File: config.mk
export PLATFORM = sky130hd
export DESIGN_NAME = child_motion
export DESIGN_NICKNAME = d
export VERILOG_FILES = /design/src/rtl/child_motion.sv
export SDC_FILE = /design/constraint.sdc
export NUM_CORES = 1
export LEC_CHECK = 0
export ABC_AREA = 1
export CELL_PAD_IN_SITES_DETAIL_PLACEMENT = 1
export CELL_PAD_IN_SITES_GLOBAL_PLACEMENT = 2
export CORE_ASPECT_RATIO = 0.8
export CORE_MARGIN = 4
export CORE_UTILIZATION = 27
export CTS_CLUSTER_SIZE = 8
export DETAILED_ROUTE_END_ITERATION = 8
export GPL_TIMING_DRIVEN = 0
export PLACE_DENSITY_LB_ADDON = 0.1
export REMOVE_ABC_BUFFERS = 1
export SLEW_MARGIN = 15
export SYNTH_ARGS = -nofsm -noshare
export SYNTH_HDL_FRONTEND = slang
export SYNTH_SLANG_ARGS = --single-unit
File: constraint.sdc
create_clock -name Clk -period 2 [get_ports Clk]
set_clock_uncertainty 0.1 [all_clocks]
set_input_delay 0.4 -clock Clk [delete_from_list [all_inputs] [get_ports Clk]]
set_output_delay 0.4 -clock Clk [all_outputs]
set_load 0.02 [all_outputs]
File: src/rtl/child_motion.sv
// Child sprite position controller: per-frame walk and jump-with-gravity update
// of the sprite center, stepped on each falling edge of VGA vsync.
module child_motion #(
  parameter int X_START  = 320,
  parameter int X_MIN    = 26,
  parameter int X_MAX    = 613,
  parameter int Y_MIN    = 30,
  parameter int GROUND_Y = 449,
  parameter int STEP_X   = 3,
  parameter int JUMP_V   = 12,
  parameter int MAX_FALL = 12
) (
  input  logic       Clk,
  input  logic       Reset_n,
  input  logic       vs,
  input  logic [7:0] keycode0,
  input  logic [7:0] keycode1,
  output logic [9:0] centerx,
  output logic [9:0] centery,
  output logic       in_air,
  output logic       facing_left,
  output logic       frame_tick
);

  typedef enum logic {GROUND, AIR} state_t;

  localparam logic [7:0] KEY_LEFT  = 8'h04;
  localparam logic [7:0] KEY_RIGHT = 8'h07;
  localparam logic [7:0] KEY_JUMP  = 8'h2C;

  localparam logic signed [10:0] XMIN_S   = 11'(X_MIN);
  localparam logic signed [10:0] XMAX_S   = 11'(X_MAX);
  localparam logic signed [10:0] YMIN_S   = 11'(Y_MIN);
  localparam logic signed [10:0] GROUND_S = 11'(GROUND_Y);
  localparam logic signed [10:0] STEP_S   = 11'(STEP_X);
  localparam logic signed [5:0]  JUMP_S   = 6'(-JUMP_V);
  localparam logic signed [5:0]  MAXF_S   = 6'(MAX_FALL);

  state_t             state_q, state_d;
  logic [9:0]         x_q, x_d, y_q, y_d;
  logic signed [5:0]  vy_q, vy_d, vy_inc;
  logic               facing_q, facing_d;
  logic               vs_q, tick, tick_q;
  logic               key_left, key_right, key_jump;
  logic signed [10:0] x_calc, y_calc;

  assign tick      = vs_q & ~vs;
  assign key_left  = (keycode0 == KEY_LEFT)  | (keycode1 == KEY_LEFT);
  assign key_right = (keycode0 == KEY_RIGHT) | (keycode1 == KEY_RIGHT);
  assign key_jump  = (keycode0 == KEY_JUMP)  | (keycode1 == KEY_JUMP);

  always_comb begin
    state_d  = state_q;
    x_d      = x_q;
    y_d      = y_q;
    vy_d     = vy_q;
    facing_d = facing_q;
    x_calc   = $signed({1'b0, x_q});
    y_calc   = $signed({1'b0, y_q}) + $signed({{5{vy_q[5]}}, vy_q});
    vy_inc   = (vy_q >= MAXF_S) ? MAXF_S : vy_q + 6'sd1;

    if (tick) begin
      // 11-bit signed math so a step past either edge clamps instead of wrapping
      if (key_left && !key_right) begin
        x_calc   = x_calc - STEP_S;
        facing_d = 1'b1;
      end else if (key_right && !key_left) begin
        x_calc   = x_calc + STEP_S;
        facing_d = 1'b0;
      end
      if (x_calc < XMIN_S)      x_d = 10'(X_MIN);
      else if (x_calc > XMAX_S) x_d = 10'(X_MAX);
      else                      x_d = x_calc[9:0];

      unique case (state_q)
        GROUND: begin
          if (key_jump) begin
            vy_d    = JUMP_S;
            state_d = AIR;
          end
        end
        AIR: begin
          if (y_calc >= GROUND_S) begin
            y_d     = 10'(GROUND_Y);
            vy_d    = '0;
            state_d = GROUND;
          end else if (y_calc < YMIN_S) begin
            y_d  = 10'(Y_MIN);
            vy_d = '0;
          end else begin
            y_d  = y_calc[9:0];
            vy_d = vy_inc;
          end
        end
        default: state_d = GROUND;
      endcase
    end
  end

  always_ff @(posedge Clk or negedge Reset_n) begin
    if (!Reset_n) begin
      state_q  <= GROUND;
      x_q      <= 10'(X_START);
      y_q      <= 10'(GROUND_Y);
      vy_q     <= '0;
      facing_q <= 1'b0;
      vs_q     <= 1'b1;
      tick_q   <= 1'b0;
    end else begin
      state_q  <= state_d;
      x_q      <= x_d;
      y_q      <= y_d;
      vy_q     <= vy_d;
      facing_q <= facing_d;
      vs_q     <= vs;
      tick_q   <= tick;
    end
  end

  assign centerx     = x_q;
  assign centery     = y_q;
  assign in_air      = (state_q == AIR);
  assign facing_left = facing_q;
  assign frame_tick  = tick_q;

endmodule

### After elaboration in Yosys (flattened, before gate mapping)

Cells that the tools add are included.

* flip-flop bits (word level): 30
* logic and storage cells: 54

* reductions and logical operators: 8
* $add $sub $neg: 4
* order comparisons: 5
* equal/unequal tests: 7
* bitwise operators: 6
* muxes and demuxes: 17

Operators by type and width (number)
* 10-bit 2-to-1 mux: 4
* 11-bit 2-to-1 mux: 3
* 8-bit by 3-bit equality test with 1-bit output, second input constant: 4
* 6-bit 2-to-1 mux: 4
* 11-bit by 6-bit less-than comparator with 1-bit output, second input constant: 2
* 8-bit by 6-bit equality test with 1-bit output, second input constant: 2
* 6-bit case mux with 2 select lines: 1
* 10-bit by 2-bit adder with 11-bit output, second input constant: 1
* 11-bit by 6-bit adder with 11-bit output: 1
* 11-bit by 10-bit >= comparator with 1-bit output, second input constant: 1
* 11-bit > comparator, second input constant: 1
* 10-bit by 2-bit subtractor with 11-bit output, second input constant: 1
* 6-bit by 2-bit adder with 6-bit output, second input constant: 1
* 6-bit by 5-bit >= comparator with 1-bit output, second input constant: 1
* 2-bit AND reduction: 3
* 1-bit 2-to-1 mux: 4
* 1-bit OR: 3
* 1-bit logical AND: 2
* 1-bit zero test: 2
* 2-bit != test, second input constant: 1
* 1-bit NOT: 2
* 1-bit case mux with 2 select lines: 1
* 2-bit nonzero test: 1
* 1-bit bitwise AND: 1

### Depth between registers and ports, before layout

* depth in word-level cells: 10
* gate-level depth with buffers: 23

### Worst setup path before layout

Ideal clock, no wire load.

* path kind: input to register
* start: input keycode1[4]
* end: register x_q[2], in the netlist centerx[2]
* path slack: -0.598 ns
* buffers on the path: 1
* stages: 17
* data arrival time: 2.374 ns
* setup time: 0.124 ns
* path through: or3_1 -> nor2_1 -> a41oi_1 -> ha_1 -> buf_6 -> inv_4 -> nand2_4 -> nor3_4 -> nand2_2 -> nand2_2 -> nand3_2 -> a21oi_2 -> inv_2 -> nor2_2 -> nor2_4 -> nand2_1 -> o21ai_1

* cells in the longest elaborated chain, start to end: 10
* elaborated cells between the ends (all ways): 15
* those cells by class: 2 x order compare; 2 x eq/ne; 5 x mux; 2 x bitwise; 4 x reduce/logical

RTL lines
* start, declared: RTL line 17 `input logic [7:0] keycode1,`
* 8-bit by 3-bit equality test with 1-bit output: RTL line 48 `assign key_left = (keycode0 == KEY_LEFT) | (keycode1 == KEY_LEFT);`
* 1-bit OR: RTL line 48
* 1-bit zero test: RTL line 67 `end else if (key_right && !key_left) begin`
* 1-bit logical AND: RTL line 67
* 11-bit 2-to-1 mux: RTL line 67
* 11-bit 2-to-1 mux *: RTL line 64 `if (key_left && !key_right) begin`
* 11-bit 2-to-1 mux *: RTL line 62 `if (tick) begin`
* 11-bit > comparator: RTL line 72 `else if (x_calc > XMAX_S) x_d = 10'(X_MAX);`
* 10-bit 2-to-1 mux: RTL line 72
* 10-bit 2-to-1 mux *: RTL line 71 `if (x_calc < XMIN_S) x_d = 10'(X_MIN);`
* end signal, assigned: RTL line 103 `x_q <= 10'(X_START);`
* end, declared: RTL line 40 `logic [9:0] x_q, x_d, y_q, y_d;`

Mark *: on every way between the ends. The rest lies on a longest branch, timed or not. The select of a mux whose other input is x is not followed.
A chain may end at the register's enable or synchronous reset.

### Worst setup path in the final report

* start: input keycode1[6]
* end: register x_q[2], in the netlist centerx[2]

Same word-level chain as after synthesis.

==> qor.csv <==
metric,value,unit
status,"complete, but fails checks",
failing checks,setup timing,
gr usage total,16.9,%
Initial Utilization,28.1,%
register bit total from synthesis,30,
largest net degree at the start of global routing,30,
CTS Buf Count,5,
Worst-path clk slew,60,ps
IO Pins,42,
Net Sw Power,3.76,mW
FMAX,0.377,GHz
Clk pwr share,12.4,%
FF-to-FF Start,vy_q[0],
worst-path maximum fanout,5,
largest cells by area after synthesis,"dfrtp_1 (21%), nand2_1 (19%), inv_1 (8.7%)",
final hold vios,0,
DR vias/cell,4.71,
Synth Area per Inst,6.40,sq um
root buffer cell,clkbuf_16,
async set-reset flop share out of synthesis,100,%
Main synth FF type,dfrtp_1,
post-route antenna net violation count,0,
Die ar.,11900,sq um
first-pass GRT wire length,16.1,mm
Worst Tran Pin Value,366,ps
CP Data Arrival Time,2720,ps
"Clk Latency, worst-skew pair",280,ps
Die Wd,121,microns
unique cell type count in the Yosys netlist,39,
design area,4410,sq um
number of antenna repair diodes,0,
average wire per standard cell,15.5,microns
CTS max path bufs,2,
final wirelength,10.2,mm
DR vias,3096,
clk sinks,30,
DRC Markers,0,
register area share after synthesis,27.5,%
switch share,50.8,%
row cnt,32,
pre-CTS setup slack,-1570,ps
R2R Path End,vy_q[5],
Final period util,133,%
Gate power share,69.9,%
RSZ-0062 raised after global routing,yes,
PortBufs,41,
Gate Count Post-Synth,431,
Die Ht,98.4,microns
H-Tree Level Count,2,
routability cong.,0.801,
DRT iter0 DRCs,95,
CP Capture Type,flop,
Syn-to-layout area delta,59.7,%
DP Area,3340,sq um
Slew Limit Fails,0,
share of cells above drive strength 1,37.9,%
crit path kind,primary input to flop,
post-route minimum period,2650,ps
Yosys top cell by area,dfrtp_1,
Pleak,2.12,nW
WP data required,2060,ps
gr ovfl total,0,
Commonest cells post-synth,"nand2_1 (142), inv_1 (64), nor2_1 (43), nand3_1 (35), dfrtp_1 (23)",
slack of the critical path,-654,ps
Post-synth EDFFs,0,
R2R setup slack,-500,ps
CTS tree,built,
critical path startpoint,keycode1[6],
max-cap violation count,0,
hold slack final,335,ps
Yosys warning count,0,
Pre-antenna DRT Iters,4,
initial antenna violation count,0,
pwr dens,1680,nW/um^2
Slew HR,75.6,%
number of global-route vias before repair,3150,
Setup Viol. Count Final,26,
post-synthesis cell area,2760,sq um
most frequent cell after synthesis,nand2_1,
Tightest Hold Check Type,primary input to async pin,
Worst setup SP type,primary input,
nets,557,
dpl hpwl,7.18,mm
internal power,3.64,mW
top cell type's share of synthesized area,20.9,%
Sequential Power Share,17.7,%
core area,9810,sq um
Max VDD drop,796,uV
Worst R2R Path Depth,15,
CP Capture Point,centerx[2],
==> routing by layer <==
metal / up-vias / part of all wire [%] / global-route usage, %
met5: - / 0 / 0
met4: 0 / 0.54 / 2.44
met3: 6 / 4.1 / 3.96
met2: 47 / 43 / 24.5
met1: 1504 / 52 / 25.8
li1: 1539 / - / -
==> cell usage in the layout, fill, tap and decap left out, types with 4 or more instances in the layout <==
master,Yosys,layout
dlygate4sd2_1,0,10
nand3_1,35,21
a21oi_4,0,4
nand3b_1,5,5
o21ai_2,0,6
dlymetal6s2s_1,0,4
nand2_4,2,6
dfrtp_2,0,4
clkbuf_16,0,5
nor2_1,43,26
a21oi_2,2,4
dfrtp_1,23,18
nand2_1,142,123
ha_1,16,5
inv_1,64,55
buf_6,1,8
nand4_1,7,7
clkdlybuf4s50_1,0,18
buf_4,0,34
ha_4,0,10
dfstp_2,7,7
nand2_2,10,23
nor2_2,4,15
a21oi_1,16,10
inv_2,6,12
nand3_2,2,14
nor2_4,3,10
==> cell type report <==
cell class                 instances  area (sq um)
fill                            1216          5400
clock buffer                       7           143
sequential                        30           768
clock inverter                     1          30.0
inverter                          71           280
timing repair buffer              84           748
multi-input combinational        329          2270
tap                              136           170
==> how the worst min path moves through the flow <==
| stage | cells past startpoint | end | slack, ps |
|---|---|---|---|
| after floorplan | 0 | centerx[0] | 4 |
| after global routing | 2 | vy_q[1] | 340 |
| after global placement | 2 | facing_left | 370 |
| after CTS | 2 | vy_q[1] | 340 |
| after detailed placement | 1 | vy_q[1] | 100 |
| final | 2 | vy_q[1] | 330 |
==> cells by family after synthesis <==
logic type      share of synthesized area, %
buf+inv                                 10.3
fa+ha+maj                               7.98
simple gates                            43.6
compound gates                          9.02
xor+xnor                                1.59
flops                                   27.5
==> critical path, cell delays in order <==
cell and delay, ps:
buf_6 90, or3_4 390, nor2_4 110, a41oi_2 130, buf_4 170, ha_4 180, inv_6 90, nand2_8 60
nor3_4 160, nand2_2 110, nand2_4 100, nand3_4 80, a21oi_4 180, inv_2 60, nor2_4 170, nor2_4 90
nand2_1 80, o21ai_1 50
==> power by group through the flow <==
stage               Combinational [mW]  Clock, mW  Sequential, mW
floorplan                         2.29          0            1.31
global placement                  3.51          0            1.22
detailed placement                3.58          0            1.23
CTS                               4.05      0.930            1.24
global route                      5.72      0.962            1.36
finish                            5.18      0.916            1.31
==> flip-flops by register name, summed over array words and instances, names as in the netlist <==
register and flops:
centery 10, in_air 1, facing_left 1, vy_q 6, centerx 10, vs_q 1, frame_tick 1
==> timing repair <==
action	in CTS	in global routing
setup buffers	28	13
pin swaps	35	57
gates cloned	1	0
endpoints found under the setup margin	29	28
hold buffers	1	0
gates resized for setup	75	110
hold endpoints to repair	9	0
==> through the flow <==
step	cells	utilization [%]	setup TNS, ps	total power, mW
final	658	44.9	-12110	7.40
after global routing	658	44.9	-15850	8.04
after CTS	645	40.1	-13630	6.22
after detailed placement	607	34.1	-25740	4.81
after global placement	606	33.9	-32620	4.74
after floorplan	429	-	-10260	3.61
No activity file was read; power rests on OpenSTA's default activity.
